[src/rtl/burst_sram_pkg.sv]
// rtl/burst_sram_pkg.sv - shared widths, depth and FSM state type for the burst SRAM master
package burst_sram_pkg;

  localparam int ADDR_W = 4;
  localparam int LEN_W  = 4;
  localparam int DATA_W = 8;
  localparam int DEPTH  = 16;

  typedef enum logic [2:0] {
    IDLE,
    FILL,
    START,
    BURST,
    DRAIN,
    TURN
  } bsm_state_t;

  // True when a burst starting at addr with len beats would run past the top of the array.
  function automatic logic exceeds_depth(input logic [ADDR_W-1:0] addr,
                                         input logic [LEN_W-1:0]  len);
    return ({1'b0, addr} + {1'b0, len}) > 5'(DEPTH);
  endfunction

endpackage

[src/rtl/burst_wbuf.sv]
// rtl/burst_wbuf.sv - 16x8 register-file staging buffer for write-burst payload
module burst_wbuf
  import burst_sram_pkg::*;
(
  input  logic              clk,
  input  logic              wr_en,
  input  logic [ADDR_W-1:0] wr_addr,
  input  logic [DATA_W-1:0] wr_data,
  input  logic [ADDR_W-1:0] rd_addr,
  output logic [DATA_W-1:0] rd_data
);

  // Contents are don't-care after reset; every entry is rewritten before it is read.
  logic [DATA_W-1:0] mem [DEPTH];

  // Capture one write beat per accepted wdata handshake.
  always_ff @(posedge clk) begin
    if (wr_en) begin
      mem[wr_addr] <= wr_data;
    end
  end

  assign rd_data = mem[rd_addr];

endmodule

[src/rtl/burst_sram_master.sv]
// rtl/burst_sram_master.sv - burst SRAM initiator: request port, write staging, burst sequencing, read beat stream (optional BURST_SRAM_MASTER_BOUND_CHECK_EN)
module burst_sram_master
  import burst_sram_pkg::*;
#(
  parameter int RD_LAT = 1
) (
  input  logic              clk,
  input  logic              rst,
  input  logic              req_valid,
  output logic              req_ready,
  input  logic              req_we,
  input  logic [ADDR_W-1:0] req_addr,
  input  logic [LEN_W-1:0]  req_len,
  input  logic              wdata_valid,
  output logic              wdata_ready,
  input  logic [DATA_W-1:0] wdata,
  output logic              rdata_valid,
  output logic [DATA_W-1:0] rdata,
  output logic              rdata_last,
  output logic              done,
  output logic              err,
  output logic              busy,
  output logic              sram_cs,
  output logic              sram_we,
  output logic [ADDR_W-1:0] sram_addr,
  output logic [LEN_W-1:0]  sram_burst_len,
  output logic [DATA_W-1:0] sram_data_in,
  input  logic [DATA_W-1:0] sram_data_out
);

  bsm_state_t        state;
  bsm_state_t        state_nxt;

  logic              lat_we;
  logic [ADDR_W-1:0] lat_addr;
  logic [LEN_W-1:0]  lat_len;
  logic [LEN_W-1:0]  cnt;

  logic              accept;
  logic              wbeat;
  logic              last_beat;
  logic              reject;
  logic              issue;
  logic              pend_valid;
  logic              pend_last;
  logic              tap_valid;
  logic              tap_last;
  logic [DATA_W-1:0] buf_rd;

  assign req_ready   = (state == IDLE) && !rst;
  assign wdata_ready = (state == FILL);
  assign busy        = (state != IDLE);

  assign accept    = req_valid && req_ready;
  assign wbeat     = wdata_valid && wdata_ready;
  assign last_beat = (cnt == lat_len - LEN_W'(1));

`ifdef BURST_SRAM_MASTER_BOUND_CHECK_EN
  assign reject = exceeds_depth(req_addr, req_len);
`else
  assign reject = 1'b0;
`endif

  // The same counter indexes the buffer while filling and while bursting.
  burst_wbuf u_wbuf (
    .clk     (clk),
    .wr_en   (wbeat),
    .wr_addr (cnt),
    .wr_data (wdata),
    .rd_addr (cnt),
    .rd_data (buf_rd)
  );

  // State register.
  always_ff @(posedge clk or posedge rst) begin
    if (rst) begin
      state <= IDLE;
    end else begin
      state <= state_nxt;
    end
  end

  // Next state and SRAM bus drive; the bus is only non-zero in START and BURST.
  always_comb begin
    state_nxt      = state;
    sram_cs        = 1'b0;
    sram_we        = 1'b0;
    sram_addr      = '0;
    sram_burst_len = '0;
    sram_data_in   = '0;
    issue          = 1'b0;
    case (state)
      IDLE: begin
        if (req_valid && (req_len != '0) && !reject) begin
          state_nxt = req_we ? FILL : START;
        end
      end
      FILL: begin
        if (wdata_valid && last_beat) begin
          state_nxt = START;
        end
      end
      START: begin
        sram_cs        = 1'b1;
        sram_we        = lat_we;
        sram_addr      = lat_addr;
        sram_burst_len = lat_len;
        state_nxt      = BURST;
      end
      BURST: begin
        sram_cs        = 1'b1;
        sram_we        = lat_we;
        sram_addr      = lat_addr;
        sram_burst_len = lat_len;
        if (lat_we) begin
          sram_data_in = buf_rd;
        end else begin
          issue = 1'b1;
        end
        if (last_beat) begin
          state_nxt = (!lat_we && (RD_LAT > 1)) ? DRAIN : TURN;
        end
      end
      DRAIN: begin
        if (cnt == LEN_W'(RD_LAT - 2)) begin
          state_nxt = TURN;
        end
      end
      TURN: begin
        state_nxt = IDLE;
      end
      default: begin
        state_nxt = IDLE;
      end
    endcase
  end

  // Request latch, beat counter and the done/err one-cycle pulses.
  always_ff @(posedge clk or posedge rst) begin
    if (rst) begin
      lat_we   <= 1'b0;
      lat_addr <= '0;
      lat_len  <= '0;
      cnt      <= '0;
      done     <= 1'b0;
      err      <= 1'b0;
    end else begin
      done <= 1'b0;
      err  <= 1'b0;
      if (accept) begin
        lat_we   <= req_we;
        lat_addr <= req_addr;
        lat_len  <= req_len;
        if (reject) begin
          err <= 1'b1;
        end else if (req_len == '0) begin
          done <= 1'b1;
        end
      end
      if (state == TURN) begin
        done <= 1'b1;
      end
      case (state)
        IDLE:    cnt <= '0;
        FILL:    if (wbeat) cnt <= last_beat ? '0 : cnt + LEN_W'(1);
        BURST:   cnt <= last_beat ? '0 : cnt + LEN_W'(1);
        DRAIN:   cnt <= cnt + LEN_W'(1);
        default: cnt <= '0;
      endcase
    end
  end

  // A read beat issued in BURST is sampled RD_LAT edges after it starts; the
  // extra stage only matters for RD_LAT=2.
  assign tap_valid = (RD_LAT == 1) ? issue : pend_valid;
  assign tap_last  = (RD_LAT == 1) ? (issue && last_beat) : pend_last;

  // Read-return pipeline and registered beat stream.
  always_ff @(posedge clk or posedge rst) begin
    if (rst) begin
      pend_valid  <= 1'b0;
      pend_last   <= 1'b0;
      rdata_valid <= 1'b0;
      rdata_last  <= 1'b0;
      rdata       <= '0;
    end else begin
      pend_valid  <= issue;
      pend_last   <= issue && last_beat;
      rdata_valid <= tap_valid;
      rdata_last  <= tap_last;
      rdata       <= tap_valid ? sram_data_out : '0;
    end
  end

endmodule

[config.mk]
export PLATFORM = sky130hd
export DESIGN_NAME = burst_sram_master
export DESIGN_NICKNAME = d
export VERILOG_FILES = /design/src/rtl/burst_sram_pkg.sv /design/src/rtl/burst_wbuf.sv /design/src/rtl/burst_sram_master.sv
export SDC_FILE = /design/constraint.sdc
export NUM_CORES = 1
export LEC_CHECK = 0
export ABC_CLOCK_PERIOD_IN_PS = 2090
export BUFFER_PORTS_ARGS = -buffer_cell sky130_fd_sc_hd__buf_2
export CAP_MARGIN = 40
export CORE_UTILIZATION = 45
export CTS_BUF_LIST = sky130_fd_sc_hd__clkbuf_8
export DETAILED_ROUTE_END_ITERATION = 8
export GPL_ROUTABILITY_DRIVEN = 0
export PLACE_DENSITY = 0.7
export SLEW_MARGIN = 20
export SYNTH_ARGS = -nofsm -noshare
export SYNTH_HDL_FRONTEND = slang
export SYNTH_SLANG_ARGS = --single-unit
[constraint.sdc]
create_clock -name clk -period 2.09 [get_ports clk]
set_input_delay 0.209 -clock clk [delete_from_list [all_inputs] [get_ports clk]]
set_output_delay 0.209 -clock clk [all_outputs]
set_load 0.05 [all_outputs]
; Word level (Yosys, flattened, before mapping)
; Memory sizes are Yosys's and may differ from the RTL's.
; Cells that the tools add are included.
[classes]
n_eq_ne = 12
mux = 23
add_sub_neg = 2
reduce_logical = 13
[op_table]
columns = operator, n
row1 = $mux W8, 3
row2 = $mux W4, 4
row3 = $pmux W3 S5, 1
row4 = $mux W3, 4
row5 = $pmux W4 S3, 1
row6 = $mux W1, 9
row7 = $eq A3 B2 Y1 const B, 2
row8 = $eq A3 B3 Y1 const B, 2
row9 = $logic_and A1 B1 Y1, 6
row10 = $ne A2 B1 Y1 const B, 3
row11 = $add A4 B1 Y4 const B, 1
row12 = $eq A4 B4 Y1, 1
row13 = $eq A4 B4 Y1 const B, 1
row14 = $logic_not A4 Y1, 1
row15 = $ne A2 B2 Y1 const B, 2
row16 = $reduce_and A4 Y1, 1
row17 = $reduce_bool A4 Y1, 1
row18 = $sub A4 B1 Y4 const B, 1
row19 = $eq A3 B1 Y1 const B, 1
row20 = $logic_not A3 Y1, 1
row21 = $reduce_bool A3 Y1, 1
row22 = $mux W2, 1
row23 = $reduce_or A2 Y1, 1
row24 = $logic_not A1 Y1, 1
[totals]
regBits = 27
memories = 1
mem_bits_rw = 128
inputBits = 29
[memory_table]
columns = memory, depth, word_bits, read_ports, rd_clocked_by_memory_dff, wr, line_no
row1 = u_wbuf.mem, 16, 8, 1, 0, 1, burst_wbuf.sv:14  ; logic [DATA_W-1:0] mem [DEPTH];

; Logic depth before layout (Yosys ltp)
; Gate-level depths: netlist of the first run.
[depth]
ltp_word = 5
depth_mapped = 7
ltp_nobuf = 7

; Cells and area by module
; A second synthesis of the first run with hierarchy kept.
[hier_totals]
cells_unflattened = 346
hier_area_um2 = 6407.4
[by_module_without_submodules]
columns = module, seq_area_each_um2, cells_each, n_inst, area_each_um2
row1 = burst_wbuf, 3843.7, 221, 1, 4987.3
row2 = burst_sram_master, 675.6, 125, 1, 1420.1

; Worst setup path after synthesis of the first run
; Ideal clock, no wire load.
[synth_timing]
path_type = flip-flop to flip-flop
start = register state[0]
end = register lat_addr[0]
setup_slack_ns = -0.517
period_less_slack_ns = 2.607
arrival_time_ns = 2.483
setup_time_ns = 0.125
path_stages_with_launch = 6
path_cell_list = dfrtp_1 -> nor2_1 -> nand2_1 -> nor2_1 -> nand2_1 -> mux2_2
[synth_via]
elab_chain_len = 3
[synth_lines]
columns = element, line_no
row1 = from (decl), burst_sram_master.sv:31  ; bsm_state_t state;
row2 = from (signal assigned), burst_sram_master.sv:79  ; state <= state_nxt;
row3 = $logic_not A3 Y1, burst_sram_master.sv:50  ; assign req_ready = (state == IDLE) && !rst;
row4 = $logic_and A1 B1 Y1, burst_sram_master.sv:50
row5 = named net req_ready, burst_sram_master.sv:10  ; output logic req_ready,
row6 = $logic_and A1 B1 Y1, burst_sram_master.sv:54  ; assign accept = req_valid && req_ready;
row7 = to (signal assigned), burst_sram_master.sv:152  ; lat_addr <= req_addr;
row8 = to (decl), burst_sram_master.sv:35  ; logic [ADDR_W-1:0] lat_addr;
; The timed path passes the listed nets, and every way through them passes these cells.
; A chain may end at the register's enable or synchronous reset.

; Worst setup path in the final report of the first run
[layout_timing]
start = register cnt[0]
end = output port sram_data_in[5]
[layout_via]
elab_chain_len = 3
[layout_lines]
columns = element, line_no
row1 = from (decl), burst_sram_master.sv:37  ; logic [LEN_W-1:0] cnt;
row2 = from (signal assigned), burst_sram_master.sv:165  ; FILL: if (wbeat) cnt <= last_beat ? '0 : cnt + LEN_W'(1);
row3 = from (signal assigned), burst_sram_master.sv:166  ; BURST: cnt <= last_beat ? '0 : cnt + LEN_W'(1);
row4 = from (signal assigned), burst_sram_master.sv:167  ; DRAIN: cnt <= cnt + LEN_W'(1);
row5 = $mem_v2 Z16 W8, n/a
row6 = $mux W8, burst_sram_master.sv:115  ; if (lat_we) begin
row7 = $mux W8, burst_sram_master.sv:92  ; case (state)
row8 = to (decl), burst_sram_master.sv:27  ; output logic [DATA_W-1:0] sram_data_in,
; Every way passes these cells.

==> impl_metrics.csv, run 1 <==
group,metric,value,unit
status,status,"complete, but fails checks",
status,violations,"negative setup slack",
grt,grt_max_degree,34,
sta,drv_slew,0,
floorplan,die_area,14400,um^2
grt,grt_remaining_overflow,0,
drt,totalWireLength,13.3,mm
drt,vias,3463,
clocking,clock_latency,0.45,ns
critical_path,critPathMaxFanout,16,
grt,grt_usage,0.200,
clocking,cts_tree,"done",
grt,grt_pass1_wl,20.3,mm
synth,synth-async-reset-ratio,0.174,
floorplan,die-height,120,um
synth,synth_fp_nets,371,
finish,antenna_cells,0,
synth,synth_cell_types,33,
drt,dr.pass1.iters,4,
power,ir_drop,0.728,mV
floorplan,start_util,0.467,
drt,drt_first_iter_violations,285,
critical_path,startpoint_type,"flop",
drt,wl_met3,751,um
worst_hold_path,hp-class,"in2reg",
floorplan,rows,42,
sta,rsz0062_at_grt,"yes",
finish,fin_nets,490,
critical_path,setup.worst_path.class,"reg2out",
drt,drt-met1-wl,5.46,mm
place,port_buffers,60,
synth,yosys.area.top_type,"edfxtp_1",
clocking,cts_max_path_buffers,2,
synth,synth_flop_cell,"edfxtp_1",
finish,area_growth,22.9,%
place,dp_hpwl,8.65,mm
power,static-leakage-power,0.00285,uW
drt,ant_nets,0,
sta,fmax,381,MHz
critical_path,cp.arrival,2.41,ns
synth,yosysSeqAreaShare,0.722,
sta,worstMarginPinSlew,0.543,ns
flow_run,drv_cap,0,
grt,antenna_found_initial,2,
floorplan,die_w,120,um
drt,wl_met2,6.87,mm
grt,grt_pass1_vias,3600,
synth,syn_avg_cell_area,18.6,um^2
sta,fin_skew,0.0112,ns
drt,vias_per_cell,5.38,
synth,synth_area_leaders,"edfxtp_1 (61%), mux4_2 (14%), dfrtp_1 (11%)",
drt,drc,0,
synth,synth_cells,337,
floorplan,pin_count,62,
sta,timing.hold.ws,0.0363,ns
synth,ys_ff_latch,155,
sta,setup_ws,-0.534,ns
synth,yosysWarnings,0,
power,p_per_area,1300,nW/um^2
synth,synth-edff-count,128,
drt,routed.top_layer,"met5",
clocking,h-tree-depth,4,
worst_hold_path,holdPathStages,2,
critical_path,ff2ff_path_depth,6,
sta,relSlewSlack,0.638,
sta,hold_viol_final,0,
clocking,cts_buffers,17,
clocking,postCtsSetupRepairBufs,0,
critical_path,crit_path_end_kind,"output pin",
clocking,clkSinkCount,155,
synth,synth_area,6260,um^2
clocking,root_buffer,"clkbuf_8",
critical_path,crit_required,1.88,ns
floorplan,core-area,13400,um^2
finish,layout-drive-gt1-share,0.410,
place,post-place-ws,-0.130,ns
synth,synth.top_cell.area_share,0.614,
drt,wl_per_cell,20.7,um
clocking,path_clk_slew,0.09,ns
sta,min_period_over_period,1.26,
sta,finalSetupViolations,8,
sta,period_needed,2.62,ns
## per-layer routing
layer | GRT usage | vias to the layer above
met4 | 0.0891 | 4
met3 | 0.0499 | 22
met2 | 0.316 | 116
li1 | - | 1540
met1 | 0.264 | 1781
met5 | 0 | -
## cell usage in the layout (no fill, tap or decap), types with 9 or more instances in the layout
master         netlist  final
dlygate4sd3_1        0     17
mux4_2              40     40
mux2_2               9      9
and2_1              17     17
clkbuf_8             0     17
nand2_1             21     20
dfrtp_1             27     26
buf_4                4     34
edfxtp_1           128    128
buf_2                2     52
nor2_1              19     18
## where the power goes
group / switching [uW] / leakage, uW / internal (uW) / total (uW)
registers: 171 / 0.00150 / 3730 / 3900
clock network: 1140 / 0.000181 / 956 / 2100
logic: 2210 / 0.00117 / 1790 / 4000
total: 3520 / 0.00285 / 6470 / 9990
## critical path: stages, from the launching register on
cell and delay, ns:
dfrtp_2 0.43, buf_12 0.20, mux4_2 0.54, mux4_2 0.49, nor2b_4 0.14, buf_6 0.15
## metrics by stage
step	area (um^2)	total power, uW	utilization	instances	TNS [ns]
3_3_place_gp	7090	7800	0.529	596	-0.675
3_5_place_dp	7090	7890	0.529	596	-0.745
6_report	7690	9990	0.574	644	-4.09
2_1_floorplan	6340	6860	-	337	-0.0605
5_1_grt	7690	10500	0.574	644	-4.74
4_1_cts	7680	10100	0.573	644	-4.42
## cell usage after synthesis, drive strengths merged (2+ instances only)
cell type,number
edfxtp,128
mux4,40
dfrtp,27
nand2,21
nor2,19
and2,17
nor2b,10
nor3,10
mux2,9
buf,8
inv,8
clkbuf,6
ha,5
nand3,5
o21ai,5
xnor2,3
a21oi,2
a31oi,2
nand2b,2
o22ai,2
## sequential cells by signal (all words and copies together) (netlist names), 3 cells and up
register	flops
lat_addr	4
state	3
rdata	8
u_wbuf.mem	128
lat_len	4
cnt	4
## logic make-up after synthesis
logic type,share of synthesized area
other,0.000599
adder cells (fa/ha/maj),0.00999
multiplexers,0.160
flip-flops,0.722
buffers and inverters,0.0172
AND/OR/NAND/NOR,0.0691
XOR/XNOR,0.00939
AO/OA/AOI/OAI,0.0120
## layout make-up
cell class	instances	area, um^2
Tap cell	176	220
Sequential cell	155	4520
Clock inverter	14	134
Timing Repair Buffer	114	836
Multi-Input combinational cell	160	1720
Inverter	8	30.0
Clock buffer	17	234
Fill cell	1012	5710
## repair_timing
item	CTS	global route
gates cloned	0	0
gates resized for setup	17	2
endpoints found under the setup margin	8	13
pin swaps	0	0
endpoints found under the hold margin	28	0
hold buffers	17	0
## final timing paths
path,start,to,slack [ns]
min in group asynchronous,rst,cnt[3],0.38
setup reg to reg,state[0],u_wbuf.mem[2][7],0.11
hold reg to reg,lat_addr[2],lat_addr[2],0.50
setup / recovery,cnt[0],sram_data_in[5],-0.53
max in group asynchronous,rst,cnt[0],1.16
hold / removal,req_we,lat_we,0.04
Power figures use the tool's default switching activity.
==> inputs of run 2 (changes only) <==
--- a/config.mk
+++ b/config.mk
@@ -8,11 +8,11 @@
 export ABC_CLOCK_PERIOD_IN_PS = 2090
 export BUFFER_PORTS_ARGS = -buffer_cell sky130_fd_sc_hd__buf_2
 export CAP_MARGIN = 40
-export CORE_UTILIZATION = 45
+export CORE_UTILIZATION = 55
 export CTS_BUF_LIST = sky130_fd_sc_hd__clkbuf_8
 export DETAILED_ROUTE_END_ITERATION = 8
 export GPL_ROUTABILITY_DRIVEN = 0
-export PLACE_DENSITY = 0.7
+export PLACE_DENSITY = 0.82
 export SLEW_MARGIN = 20
 export SYNTH_ARGS = -nofsm -noshare
 export SYNTH_HDL_FRONTEND = slang
==> run 2 against run 1 <==
Against the previous run: the flow still finishes with violations (negative setup slack); largest cell class unchanged; largest power group unchanged; count of clock-buffer cells in the layout did not move; cell count shrank 5.4%; maximum frequency shrank 1.4%; hold slack worse by 0.013 ns.
==> impl_metrics.csv, run 2 (synthesis gave the netlist of run 1 again) <==
group,metric,value,unit
floorplan,pin_count,62,
sta,fin_skew,0.0108,ns
critical_path,reg2reg_slack,0.08,ns
clocking,cts_max_path_buffers,2,
drt,dr.pass1.iters,7,
drt,totalWireLength,12.6,mm
drt,drt_first_iter_violations,300,
finish,largest-register,"u_wbuf.mem",
status,status,"complete, but fails checks",
power,p_total,9930,uW
sta,setup_ws,-0.572,ns
finish,layout-drive-gt1-share,0.420,
critical_path,startpoint_type,"flop",
status,violations,"negative setup slack",
floorplan,die-height,109,um
clocking,clkSinkCount,155,
finish,stdcell_area,7640,um^2
place,dpl_cell_area,7050,um^2
sta,drv_slew,0,
finish,register_area,4520,um^2
clocking,path_clk_slew,0.08,ns
finish,antenna_cells,0,
grt,grt_max_degree,23,
clocking,h-tree-depth,4,
power,p_per_area,1300,nW/um^2
place,post-place-ws,-0.133,ns
floorplan,start_util,0.570,
sta,period_needed,2.66,ns
sta,finalSetupViolations,8,
finish,largest_reg_flops,128,
worst_hold_path,holdPathEnd,"lat_addr[0]",
finish,fin_util,0.696,
floorplan,rows,38,
worst_hold_path,hp-class,"in2reg",
critical_path,crit_chain,"buf_6 -> buf_8 -> mux4_2 -> mux4_2 -> nor2b_4 -> buf_6",
finish,multi_input_area,1720,um^2
critical_path,crit_family,"multiplexers",
grt,grt_usage,0.235,
grt,grt_remaining_overflow,0,
critical_path,critPathMaxFanout,6,
clocking,clock_latency,0.43,ns
finish,largestRegisters,"u_wbuf.mem (128), rdata (8)",
drt,vias_per_cell,5.77,
finish,final_cell_mix,"edfxtp_1 (128), buf_2 (52), mux4_2 (40)",
critical_path,crit_path_end_kind,"output pin",
sta,hold_viol_final,0,
sta,rsz0062_at_grt,"yes",
worst_hold_path,holdPathStages,2,
worst_hold_path,hold_start,"req_addr[0]",
critical_path,ff2ff_path_depth,8,
power,static-leakage-power,0.00285,uW
floorplan,die_w,109,um
place,dp_cells,561,
finish,instances_no_fill,609,
critical_path,rr_endpoint,"u_wbuf.mem[2][3]",
clocking,cts_buffers,17,
finish,final_common_cell,"edfxtp_1",
critical_path,crit_required,1.88,ns
floorplan,die_area,11800,um^2
finish,fin_nets,491,
critical_path,slowest_stage,"mux4_2",
critical_path,cp.arrival,2.45,ns
place,dp_hpwl,8.35,mm
drt,wl_per_cell,20.6,um
drt,drc,0,
clocking,cts_tree,"done",
floorplan,core-area,11000,um^2
finish,fillers,629,
critical_path,critPathBufInv,3,
sta,fmax,376,MHz
critical_path,setup.worst_path.class,"reg2out",
grt,grt_pass1_vias,3565,
flow_run,drv_cap,0,
place,port_buffers,60,
drt,ant_nets,0,
critical_path,r2r-start,"cnt[0]",
finish,area_growth,22.0,%
grt,grt_pass1_wl,19.4,mm
drt,vias,3515,
critical_path,slowest_delay,0.55,ns
sta,min_period_over_period,1.27,
grt,antenna_found_initial,0,
power,ir_drop,0.837,mV
clocking,root_buffer,"clkbuf_8",
[run 2: cell types whose count changed in the layout (fill, tap and decap cells not counted), sizes merged]
cell         previous run  this run
buf                    97       103
dlygate4sd3            17        12
clkinv                  4         6
inv                    14        12
bufinv                  1         0
clkinvlp                3         4
[run 2: worst max-delay path by stage]
stage / endpoint / start / depth (start not counted) / slack, ns
6_report: sram_data_in[5] / cnt[0] / 6 / -0.57
5_1_grt: sram_data_in[7] / cnt[0] / 6 / -0.64
4_1_cts: sram_data_in[6] / cnt[0] / 6 / -0.57
3_5_place_dp: sram_data_in[5] / cnt[0] / 5 / -0.13
3_3_place_gp: sram_data_in[5] / cnt[0] / 5 / -0.12
2_1_floorplan: sram_data_in[1] / cnt[0] / 5 / -0.03
[run 2: layer usage]
layer	GRT usage	vias to the layer above	share of wire
met5	0	-	0
met4	0.0907	0	0.021
met3	0.0586	23	0.063
met2	0.364	152	0.51
met1	0.325	1796	0.40
li1	-	1544	-
[run 2: report_power, final]
part / total, uW / internal, uW / leakage [uW] / switching (uW)
Clock: 1840 / 793 / 0.000161 / 1050
Sequential: 3910 / 3730 / 0.00150 / 179
Combinational: 4190 / 1920 / 0.00119 / 2270
Total: 9930 / 6440 / 0.00285 / 3500
[run 2: layout make-up]
cell class,count,area share
sequential,155,0.592
multi-input combinational,160,0.225
inverter,8,0.00393
clock inverter,14,0.0108
clock buffer,17,0.0306
tap,140,0.0229
timing repair buffer,115,0.115
[run 2: worst reg2reg max path: stages (launching register included)]
cell	delay, ns
dfrtp_2	0.46
buf_6	0.14
buf_6	0.12
buf_4	0.16
inv_1	0.10
ha_1	0.16
nand2_1	0.14
nor3_2	0.23
buf_4	0.21
[run 2: through the flow]
step	hold WS, ns	setup TNS [ns]
floorplan	0.262	-0.0605
global placement	0.400	-0.769
detailed placement	0.419	-0.902
CTS	0.000872	-4.36
global route	0.00607	-4.84
finish	0.0233	-4.26
[run 2: what timing repair did]
action / 4_1_cts / 5_1_grt
gates resized for setup: 22 / 3
endpoints found under the hold margin: 30 / 0
hold buffers: 12 / 0
setup buffers: 3 / 0
setup endpoints to repair: 18 / 24
gates cloned: 1 / 0
==> inputs of run 3 (changes only) <==
--- a/config.mk
+++ b/config.mk
@@ -8,11 +8,11 @@
 export ABC_CLOCK_PERIOD_IN_PS = 2090
 export BUFFER_PORTS_ARGS = -buffer_cell sky130_fd_sc_hd__buf_2
 export CAP_MARGIN = 40
-export CORE_UTILIZATION = 55
+export CORE_UTILIZATION = 33
 export CTS_BUF_LIST = sky130_fd_sc_hd__clkbuf_8
 export DETAILED_ROUTE_END_ITERATION = 8
 export GPL_ROUTABILITY_DRIVEN = 0
-export PLACE_DENSITY = 0.82
+export PLACE_DENSITY = 0.55
 export SLEW_MARGIN = 20
 export SYNTH_ARGS = -nofsm -noshare
 export SYNTH_HDL_FRONTEND = slang
==> run 3 against run 2 <==
Against the previous run: the flow still finishes with violations (negative setup slack); combinational power decreased by 3%; highest routed layer unchanged; largest cell class unchanged; clock skew increased by 0.0026 ns; power increased by 0.51%; largest power group unchanged.
==> impl_metrics.csv, run 3 (synthesis gave the netlist of run 1 again) <==
group,metric,value,unit
status,status,"complete, but fails checks",
status,violations,"negative setup slack",
finish,register_area,4520,um^2
floorplan,die-height,140,um
finish,largestRegisters,"u_wbuf.mem (128), rdata (8)",
floorplan,pin_count,62,
critical_path,rr_endpoint,"state[1]",
place,port_buffers,60,
sta,setup_ws,-0.524,ns
clocking,cts_buffers,17,
critical_path,r2r-start,"lat_len[0]",
drt,vias_per_cell,4.83,
sta,period_needed,2.61,ns
floorplan,start_util,0.336,
drt,totalWireLength,13.6,mm
drt,vias,3397,
power,static-leakage-power,0.00285,uW
finish,layout-drive-gt1-share,0.423,
place,post-place-ws,-0.0999,ns
clocking,root_buffer,"clkbuf_8",
grt,antenna_found_initial,0,
critical_path,cp-endpoint,"sram_data_in[1]",
critical_path,cp.arrival,2.41,ns
finish,fin_nets,492,
finish,instances_no_fill,704,
clocking,clkSinkCount,155,
critical_path,startpoint_type,"flop",
sta,finalSetupViolations,8,
finish,largest_reg_flops,128,
finish,antenna_cells,0,
place,dp_hpwl,9.19,mm
finish,largest-register,"u_wbuf.mem",
critical_path,crit_start,"cnt[0]",
finish,area_growth,24.1,%
clocking,clock_latency,0.46,ns
sta,worstMarginPinSlew,0.552,ns
drt,wl_per_cell,19.4,um
place,dp_cells,656,
power,ir_drop,0.495,mV
finish,fillers,1686,
grt,grt_pass1_vias,3613,
sta,drv_slew,0,
sta,fmax,383,MHz
clocking,cts_tree,"done",
floorplan,die_area,19500,um^2
worst_hold_path,hp-class,"in2reg",
critical_path,crit_chain,"buf_12 -> mux4_2 -> mux4_2 -> nor2b_2 -> buf_6",
sta,hold_viol_final,0,
sta,fin_skew,0.0134,ns
drt,ant_nets,0,
critical_path,critPathMaxFanout,15,
finish,final_cell_mix,"edfxtp_1 (128), buf_2 (52), mux4_2 (40)",
grt,grt_max_degree,22,
grt,grt_pass1_wl,21.3,mm
clocking,cts_max_path_buffers,2,
sta,min_period_over_period,1.25,
drt,drt_first_iter_violations,280,
critical_path,slowest_delay,0.52,ns
critical_path,ff2ff_path_depth,7,
flow_run,drv_cap,0,
clocking,path_clk_slew,0.08,ns
critical_path,reg2reg_slack,0.15,ns
finish,final_common_cell,"edfxtp_1",
finish,multi_input_area,1730,um^2
critical_path,cp_common_cell,"mux4_2",
worst_hold_path,hold_start,"req_we",
floorplan,die_w,140,um
floorplan,rows,50,
drt,drc,0,
floorplan,core-area,18600,um^2
critical_path,setup.worst_path.class,"reg2out",
critical_path,crit_path_end_kind,"output pin",
grt,grt_remaining_overflow,0,
critical_path,slowest_stage,"mux4_2",
clocking,h-tree-depth,4,
drt,dr.pass1.iters,6,
grt,grt_usage,0.152,
sta,rsz0062_at_grt,"yes",
sta,relSlewSlack,0.632,
critical_path,crit_required,1.88,ns
power,p_per_area,1290,nW/um^2
run 3: changes by cell type in the layout (fill, tap and decap cells not counted), moves of 3 or more:
cell           change
clkinvlp_4         -3
clkinv_4           +5
buf_8              -3
dlygate4sd3_1      +5
run 3: timing repair:
action                                 CTS  global route
endpoints found under the hold margin   29             0
setup buffers                            0             0
resized for setup                       15             7
gates cloned                             0             0
setup endpoints to repair               13            34
hold buffers                            17             0
run 3: worst max-delay path: cells and delay by family, from the launching register on:
kind / cells / cell delay (ns)
AND/OR/NAND/NOR: 1 / 0.17
flip-flops: 1 / 0.44
multiplexers: 2 / 0.98
buffers and inverters: 2 / 0.35
run 3: area by class of cell:
cell class | count | area share
inverter | 8 | 0.00386
clock inverter | 14 | 0.0145
multi-input combinational | 160 | 0.222
clock buffer | 17 | 0.0301
timing repair buffer | 116 | 0.110
tap | 234 | 0.0377
sequential | 155 | 0.582
run 3: where the power goes:
part           switching (uW)  leakage, uW  internal (uW)
clock                    1160     0.000179            836
sequential                178      0.00150           3730
combinational            2250      0.00118           1830
total                    3590      0.00285           6390
run 3: worst min path at each step:
stage                     slack [ns]          end  cells after the start
final                           0.05       lat_we                      2
after global routing            0.02       lat_we                      2
after CTS                       0.02       lat_we                      2
after detailed placement        0.32  lat_addr[1]                      2
after global placement          0.33  lat_addr[1]                      2
after floorplan                 0.26       cnt[0]                      1
run 3: per-stage QoR:
step	util	area, um^2	TNS, ns	hold slack [ns]	total power (uW)
6_report	0.417	7770	-4.09	0.0497	9990
4_1_cts	0.415	7740	-4.40	0.0169	10100
3_3_place_gp	0.385	7180	-0.636	0.330	7940
2_1_floorplan	-	6340	-0.0605	0.262	6860
5_1_grt	0.417	7770	-4.95	0.0221	10500
3_5_place_dp	0.385	7180	-0.654	0.321	7980
run 3: layer usage:
metal,part of all wire,GRT usage
met1,0.40,0.185
met2,0.54,0.264
met3,0.048,0.0354
met4,0.013,0.0549
met5,0,0
